### config.mk
export PLATFORM = sky130hd
export DESIGN_NAME = uart_rx_fifo_flat
export DESIGN_NICKNAME = d
export VERILOG_FILES = /design/src/rtl/uart_rx_fifo_if.sv /design/src/rtl/uart_rx_fifo.sv /design/src/flat_wrapper.sv
export SDC_FILE = /design/constraint.sdc
export NUM_CORES = 1
export LEC_CHECK = 0
export ABC_CLOCK_PERIOD_IN_PS = 3530
export BUFFER_PORTS_ARGS = -buffer_cell sky130_fd_sc_hd__buf_2
export CORE_AREA = 2 2 81 83
export DETAILED_ROUTE_END_ITERATION = 10
export DIE_AREA = 0 0 83 85
export GPL_TIMING_DRIVEN = 0
export PLACE_DENSITY = 0.69
export SYNTH_ARGS = -nofsm -noshare
export SYNTH_HDL_FRONTEND = slang
export SYNTH_SLANG_ARGS = --single-unit
### constraint.sdc
create_clock -name sysclk -period 3.53 [get_ports sysclk]
set_input_delay 0.353 -clock sysclk [delete_from_list [all_inputs] [get_ports sysclk]]
set_output_delay 0.353 -clock sysclk [all_outputs]
set_load 0.01 [all_outputs]
### src/rtl/uart_rx_fifo_if.sv
// Host-side bundle of the UART receiver: serial input, pop/clear controls,
// and the FIFO head and status outputs.
interface uart_rx_fifo_if #(
    parameter int DEPTH = 4
);
    localparam int CW = $clog2(DEPTH) + 1;

    logic          UART_RX;
    logic          rd_en;
    logic          clr_err;
    logic [7:0]    rd_data;
    logic          rx_valid;
    logic [CW-1:0] count;
    logic          frame_err;
    logic          overrun;

    modport master (
        output UART_RX, rd_en, clr_err,
        input  rd_data, rx_valid, count, frame_err, overrun
    );

    modport slave (
        input  UART_RX, rd_en, clr_err,
        output rd_data, rx_valid, count, frame_err, overrun
    );
endinterface

### src/rtl/uart_rx_fifo.sv
// 8N1 UART receiver with 16x oversampling and 3-sample majority voting,
// feeding a first-word-fall-through FIFO with sticky frame/overrun flags.
module uart_rx_fifo #(
    parameter int CLK_DIV = 326,
    parameter int DEPTH   = 4
) (
    input  logic         sysclk,
    input  logic         reset,
    uart_rx_fifo_if.slave bus
);
    localparam int AW = $clog2(DEPTH);
    localparam int CW = AW + 1;
    localparam int DW = $clog2(CLK_DIV);
    localparam logic [DW-1:0] DIV_MAX = DW'(CLK_DIV - 1);
    localparam logic [CW-1:0] FULL_CNT = CW'(DEPTH);

    typedef enum logic [1:0] {IDLE, START, DATA, STOP} state_t;

    state_t        state_q, state_d;
    logic          rx_meta_q, rx_meta_d;
    logic          rx_s_q, rx_s_d;
    logic [DW-1:0] div_q, div_d;
    logic [3:0]    ph_q, ph_d;
    logic [2:0]    bi_q, bi_d;
    logic [7:0]    shift_q, shift_d;
    logic [1:0]    smp_q, smp_d;
    logic [AW-1:0] wptr_q, wptr_d;
    logic [AW-1:0] rptr_q, rptr_d;
    logic [CW-1:0] count_q, count_d;
    logic          frame_err_q, frame_err_d;
    logic          overrun_q, overrun_d;
    logic [7:0]    mem_q [DEPTH];

    logic tick;
    logic vote;
    logic push;
    logic set_fe;
    logic full;
    logic empty;
    logic pop;
    logic do_push;
    logic set_ov;

    // Majority of the samples taken at ph 7 and 8 plus the live sample at ph 9.
    assign vote = (smp_q[1] & smp_q[0]) | (smp_q[1] & rx_s_q) | (smp_q[0] & rx_s_q);
    assign tick = (div_q == DIV_MAX);

    always_comb begin
        rx_meta_d = bus.UART_RX;
        rx_s_d    = rx_meta_q;
        div_d     = tick ? '0 : div_q + 1'b1;
        state_d   = state_q;
        ph_d      = ph_q;
        bi_d      = bi_q;
        shift_d   = shift_q;
        smp_d     = smp_q;
        push      = 1'b0;
        set_fe    = 1'b0;

        if (tick) begin
            if (ph_q == 4'd7) smp_d[1] = rx_s_q;
            if (ph_q == 4'd8) smp_d[0] = rx_s_q;
            if (state_q != IDLE) ph_d = ph_q + 4'd1;

            case (state_q)
                IDLE: begin
                    if (!rx_s_q) begin
                        state_d = START;
                        ph_d    = 4'd0;
                    end
                end
                START: begin
                    if (ph_q == 4'd9 && vote) begin
                        state_d = IDLE;
                    end else if (ph_q == 4'd15) begin
                        state_d = DATA;
                        bi_d    = 3'd0;
                    end
                end
                DATA: begin
                    if (ph_q == 4'd9) shift_d[bi_q] = vote;
                    if (ph_q == 4'd15) begin
                        if (bi_q == 3'd7) state_d = STOP;
                        else              bi_d    = bi_q + 3'd1;
                    end
                end
                STOP: begin
                    // Leave at mid-stop-bit so a start bit right behind is not missed.
                    if (ph_q == 4'd9) begin
                        state_d = IDLE;
                        if (vote) push   = 1'b1;
                        else      set_fe = 1'b1;
                    end
                end
                default: state_d = IDLE;
            endcase
        end
    end

    assign full    = (count_q == FULL_CNT);
    assign empty   = (count_q == '0);
    assign pop     = bus.rd_en && !empty;
    assign do_push = push && (!full || pop);
    assign set_ov  = push && full && !pop;

    always_comb begin
        wptr_d      = do_push ? wptr_q + 1'b1 : wptr_q;
        rptr_d      = pop ? rptr_q + 1'b1 : rptr_q;
        count_d     = count_q;
        frame_err_d = frame_err_q;
        overrun_d   = overrun_q;
        case ({do_push, pop})
            2'b10:   count_d = count_q + 1'b1;
            2'b01:   count_d = count_q - 1'b1;
            default: count_d = count_q;
        endcase
        if (set_fe)           frame_err_d = 1'b1;
        else if (bus.clr_err) frame_err_d = 1'b0;
        if (set_ov)           overrun_d   = 1'b1;
        else if (bus.clr_err) overrun_d   = 1'b0;
    end

    always_ff @(posedge sysclk or negedge reset) begin
        if (!reset) begin
            rx_meta_q   <= 1'b1;
            rx_s_q      <= 1'b1;
            div_q       <= '0;
            state_q     <= IDLE;
            ph_q        <= '0;
            bi_q        <= '0;
            shift_q     <= '0;
            smp_q       <= '0;
            wptr_q      <= '0;
            rptr_q      <= '0;
            count_q     <= '0;
            frame_err_q <= 1'b0;
            overrun_q   <= 1'b0;
        end else begin
            rx_meta_q   <= rx_meta_d;
            rx_s_q      <= rx_s_d;
            div_q       <= div_d;
            state_q     <= state_d;
            ph_q        <= ph_d;
            bi_q        <= bi_d;
            shift_q     <= shift_d;
            smp_q       <= smp_d;
            wptr_q      <= wptr_d;
            rptr_q      <= rptr_d;
            count_q     <= count_d;
            frame_err_q <= frame_err_d;
            overrun_q   <= overrun_d;
        end
    end

    // Storage is left unreset; the head output is masked while empty.
    always_ff @(posedge sysclk) begin
        if (do_push) mem_q[wptr_q] <= shift_q;
    end

    assign bus.rd_data   = empty ? 8'h00 : mem_q[rptr_q];
    assign bus.rx_valid  = !empty;
    assign bus.count     = count_q;
    assign bus.frame_err = frame_err_q;
    assign bus.overrun   = overrun_q;
endmodule
### src/flat_wrapper.sv
// flat-port wrapper written by rule: the top's interface ports become plain ports
module uart_rx_fifo_flat 
#(
    parameter int CLK_DIV = 326,
    parameter int DEPTH   = 4
)
  (sysclk, reset, bus_UART_RX, bus_rd_en, bus_clr_err, bus_rd_data, bus_rx_valid, bus_count, bus_frame_err, bus_overrun);
  uart_rx_fifo_if #(.DEPTH(DEPTH)) bus_i ();
  input  logic sysclk;
  input  logic reset;
  input wire logic [$bits(bus_i.UART_RX)-1:0] bus_UART_RX;
  input wire logic [$bits(bus_i.rd_en)-1:0] bus_rd_en;
  input wire logic [$bits(bus_i.clr_err)-1:0] bus_clr_err;
  output wire logic [$bits(bus_i.rd_data)-1:0] bus_rd_data;
  output wire logic [$bits(bus_i.rx_valid)-1:0] bus_rx_valid;
  output wire logic [$bits(bus_i.count)-1:0] bus_count;
  output wire logic [$bits(bus_i.frame_err)-1:0] bus_frame_err;
  output wire logic [$bits(bus_i.overrun)-1:0] bus_overrun;
  assign bus_i.UART_RX = bus_UART_RX;
  assign bus_i.rd_en = bus_rd_en;
  assign bus_i.clr_err = bus_clr_err;
  assign bus_rd_data = bus_i.rd_data;
  assign bus_rx_valid = bus_i.rx_valid;
  assign bus_count = bus_i.count;
  assign bus_frame_err = bus_i.frame_err;
  assign bus_overrun = bus_i.overrun;
  uart_rx_fifo #(.CLK_DIV(CLK_DIV), .DEPTH(DEPTH)) u_core (.sysclk(sysclk), .reset(reset), .bus(bus_i));
endmodule
==> impl_summary.log <==
INFO  metric clock_skew = 0.006703 ns
INFO  metric synth-main-ff-cell = sky130_fd_sc_hd__dfrtp_1
INFO  metric critical_path.reg2reg.startpoint = u_core.ph_q[1]
INFO  metric yosys_register_bits = 71
INFO  metric power.leakage = 0.001584 uW
INFO  metric hp-start = bus_UART_RX
INFO  metric numCtsBuffers = 9
INFO  metric cts_resized = 0
INFO  metric critical_path.n_buffers_inverters = 2
INFO  metric min-delay-path-class = input pin to flop
INFO  metric final_min_period_over_clock_period = 72.85%
INFO  metric slew_viol_final = 0
INFO  metric slowest_stage = sky130_fd_sc_hd__fa_1
INFO  metric effective_utilization_at_floorplan = 53.12%
INFO  metric path_clk_slew = 0.07 ns
INFO  metric gp_congestion = 0.7913
INFO  metric critPathKind = flop to flop
INFO  metric cells_along_the_critical_path = inv_1, ha_1, and3b_1, buf_6, and4_4, and2_2, nor2_1, fa_1, o21a_1, a211oi_1, a21oi_1
INFO  metric powerDensity = 494.2 nW/um2
INFO  metric route.detailed.wl_per_inst = 14.86 um
INFO  metric drt-initial-drc-count = 149
INFO  metric sequential_cell_area = 1939 um2
INFO  metric netlist_top_cells_count = sky130_fd_sc_hd__dfrtp_1 (37), sky130_fd_sc_hd__edfxtp_1 (32), sky130_fd_sc_hd__nand2_1 (25)
INFO  metric postRouteAntennaNets = 0
INFO  metric routed-via-count = 1,916
INFO  metric rows = 29
INFO  metric maxCapViolCount = 0
INFO  metric worst_setup_path_end_kind = flop
INFO  metric cts_sinks = 71
INFO  metric multi_input_combinational_cell_area = 1271 um2
INFO  metric synth_cells = 250
INFO  metric cts.repair_timing.setup_buffer_count = 0
INFO  metric mappedNetlistArea = 3296 um2
INFO  metric clock_insertion_delay_worst_skew = 0.33 ns
INFO  metric drt_drc_violations_left = 0
INFO  metric grt_setup_unrepaired = no
INFO  metric grt_start_max_net_pins = 40
INFO  metric top_level_ports = 19
INFO  metric routed_wirelength = 5349 um
INFO  metric dpl_cell_area = 3477 um2
INFO  metric crit_start = u_core.ph_q[1]
INFO  metric synth_top_area_share = 29.16%
INFO  metric core_area = 6205 um2
INFO  metric required_time_of_the_critical_path = 3.74 ns
INFO  metric slowest_delay = 0.48 ns
INFO  metric drtPass1Iterations = 4
INFO  metric async_reset_ff_share = 54.93%
INFO  metric synth_seq_area_share = 58.85%
INFO  metric die-height = 85 um
INFO  metric nFillCells = 508
INFO  metric final_cell_area = 3665 um2
INFO  metric max-clock-path-buffers = 2
INFO  metric setup_violations = 0
INFO  metric count_of_buffers_from_port_buffering = 17
INFO  metric worst-slew-pin-transition = 0.8832 ns
INFO  metric yosys.cell_types.count = 48
INFO  metric floorplan.die.width = 83 um
INFO  metric global_route_wire_length_before_repair = 9418 um
INFO  metric place.detailed.hpwl = 3739 um
INFO  metric hold_viol = 0
INFO  metric mean_syn_cell_area = 13.18 um2
INFO  metric timing.critical_path.from_type = flop
INFO  metric number_of_enable_type_register_cells_in_the_synthesized_netlist = 32
INFO  metric antenna_found_initial = 0
INFO  metric grt_use_total = 17.05%
INFO  metric timing.max_slew.rel_slack = 41.12%
INFO  metric post-synth-top-count-cell = sky130_fd_sc_hd__dfrtp_1
INFO  metric via_per_inst = 5.322
INFO  metric worst-endpoint-arrival = 2.78 ns
INFO  metric synth_largest_area_cell = sky130_fd_sc_hd__edfxtp_1
INFO  metric synth_area_leaders = sky130_fd_sc_hd__edfxtp_1 (29%), sky130_fd_sc_hd__dfrtp_1 (28%), sky130_fd_sc_hd__ha_1 (5.7%)
INFO  metric fin_crit = 2.572 ns
INFO  metric crit_family = simple AND/OR/NAND/NOR gates
INFO  metric fin_nets = 299
INFO  metric grt_overflow = 0
INFO  metric drive_above_1_share = 22.26%
INFO  metric fin_tns_setup = 0 ns
INFO  metric fmaxAchievable = 388.9 MHz
INFO  metric grt_pass1_vias = 1,978
INFO  metric cts_hold_buffers_added = 0
INFO  metric clock_tree.htree_level_count = 3
INFO  metric worst_ir_drop_vdd = 369.0 uV
INFO  metric finalCoreUtilization = 59.06%
INFO  metric layout-area-overhead-vs-synth = 11.20%
INFO  metric die-area = 7055 um2
INFO  metric synthesis.nets = 271
INFO  metric tritoncts_clock_tree = built
INFO  metric antenna-diode-count = 0
INFO  metric synth.yosys.warnings = 0
INFO  metric clock_tree_root = sky130_fd_sc_hd__clkbuf_8
INFO  metric run_status = finished clean
INFO  metric critPathMaxFanout = 6
-- worst paths after layout --
| kind | endpoint | slack (ns) | depth (start not counted) |
|---|---|---|---|
| setup / recovery | u_core.bus.count[1] | 0.96 | 11 |
| hold / removal | u_core.rx_meta_q | 0.13 | 1 |
| setup reg to reg | u_core.bus.count[1] | 0.96 | 11 |
| hold reg to reg | u_core.rx_s_q | 0.36 | 0 |
| max in group asynchronous | u_core.div_q[6] | 2.83 | 1 |
| min in group asynchronous | u_core.bus.count[1] | 0.14 | 1 |
-- sequential cells by signal, summed over array words and instances (netlist names), named ones only --
name / flops
u_core.bi_q: 3
u_core.bus.frame_err: 1
u_core.smp_q: 2
u_core.wptr_q: 2
u_core.bus.overrun: 1
u_core.bus.count: 3
u_core.mem_q: 32
u_core.div_q: 9
u_core.rx_meta_q: 1
u_core.state_q: 1
u_core.shift_q: 8
u_core.ph_q: 4
u_core.rx_s_q: 1
u_core.rptr_q: 2
-- area by class of cell --
class | count | share of cell area, %
inverters | 11 | 1.127
flip-flops and latches | 71 | 52.92
clock buffers | 9 | 3.380
well taps | 77 | 2.629
repair buffers | 17 | 2.322
plain buffers | 8 | 1.195
clock inverters | 7 | 1.741
multi-input cells | 160 | 34.69
-- kinds of logic after synthesis --
| logic type | count (synthesis) | synth area share, % |
|---|---|---|
| buffers and inverters | 19 | 2.582 |
| XOR/XNOR | 11 | 2.923 |
| flip-flops | 71 | 58.85 |
| multiplexers | 23 | 10.48 |
| AND/OR/NAND/NOR | 83 | 13.21 |
| adder cells (fa/ha/maj) | 17 | 6.606 |
| AO/OA/AOI/OAI | 26 | 5.354 |
-- worst register-to-register path, cell delays in order (launching register included) --
cell and delay (ns):
sky130_fd_sc_hd__dfrtp_1 0.40, sky130_fd_sc_hd__inv_1 0.08, sky130_fd_sc_hd__ha_1 0.17, sky130_fd_sc_hd__and3b_1 0.18, sky130_fd_sc_hd__buf_6 0.12, sky130_fd_sc_hd__and4_4 0.18, sky130_fd_sc_hd__and2_2 0.21, sky130_fd_sc_hd__nor2_1 0.17
sky130_fd_sc_hd__fa_1 0.48, sky130_fd_sc_hd__o21a_1 0.20, sky130_fd_sc_hd__a211oi_1 0.20, sky130_fd_sc_hd__a21oi_1 0.06
-- layer usage --
metal / share of wire (%) / vias to the layer above / track usage (%)
li1: - / 958 / -
met1: 47 / 937 / 22.27
met2: 50 / 17 / 28.01
met3: 2.1 / 4 / 4.475
met4: 0.75 / 0 / 5.812
met5: 0 / - / 0
-- power breakdown --
group | internal, uW | switching, uW
clock network | 320 | 288
logic | 127 | 152
registers | 889 | 34.6
-- stage by stage --
| step | hold WS, ns | setup WS (ns) | total power, uW | instances |
|---|---|---|---|---|
| after floorplan | 0.05741 | 1.127 | 1144 | 250 |
| after global placement | 0.3461 | 0.9902 | 1216 | 344 |
| after detailed placement | 0.3469 | 0.9414 | 1223 | 344 |
| after CTS | 0.1142 | 0.9386 | 1833 | 360 |
| after global routing | 0.1077 | 0.7753 | 1904 | 360 |
| final | 0.1270 | 0.9583 | 1811 | 360 |
-- placed cells by master (no fill, tap or decap), types with 3 or more instances in the layout --
cell type                  instances
sky130_fd_sc_hd__dfrtp_1          37
sky130_fd_sc_hd__edfxtp_1         32
sky130_fd_sc_hd__nand2_1          25
sky130_fd_sc_hd__buf_2            19
sky130_fd_sc_hd__ha_1             15
sky130_fd_sc_hd__nor2_1           13
sky130_fd_sc_hd__and2_1           13
sky130_fd_sc_hd__nand3_1          12
sky130_fd_sc_hd__mux2_2           12
sky130_fd_sc_hd__inv_1            11
sky130_fd_sc_hd__o21ai_0          10
sky130_fd_sc_hd__clkbuf_8          9
sky130_fd_sc_hd__mux4_2            8
sky130_fd_sc_hd__xnor2_1           7
sky130_fd_sc_hd__xor2_1            4
sky130_fd_sc_hd__clkbuf_1          4
sky130_fd_sc_hd__and3_1            3
sky130_fd_sc_hd__mux2i_1           3
Power figures use the tool's default switching activity.
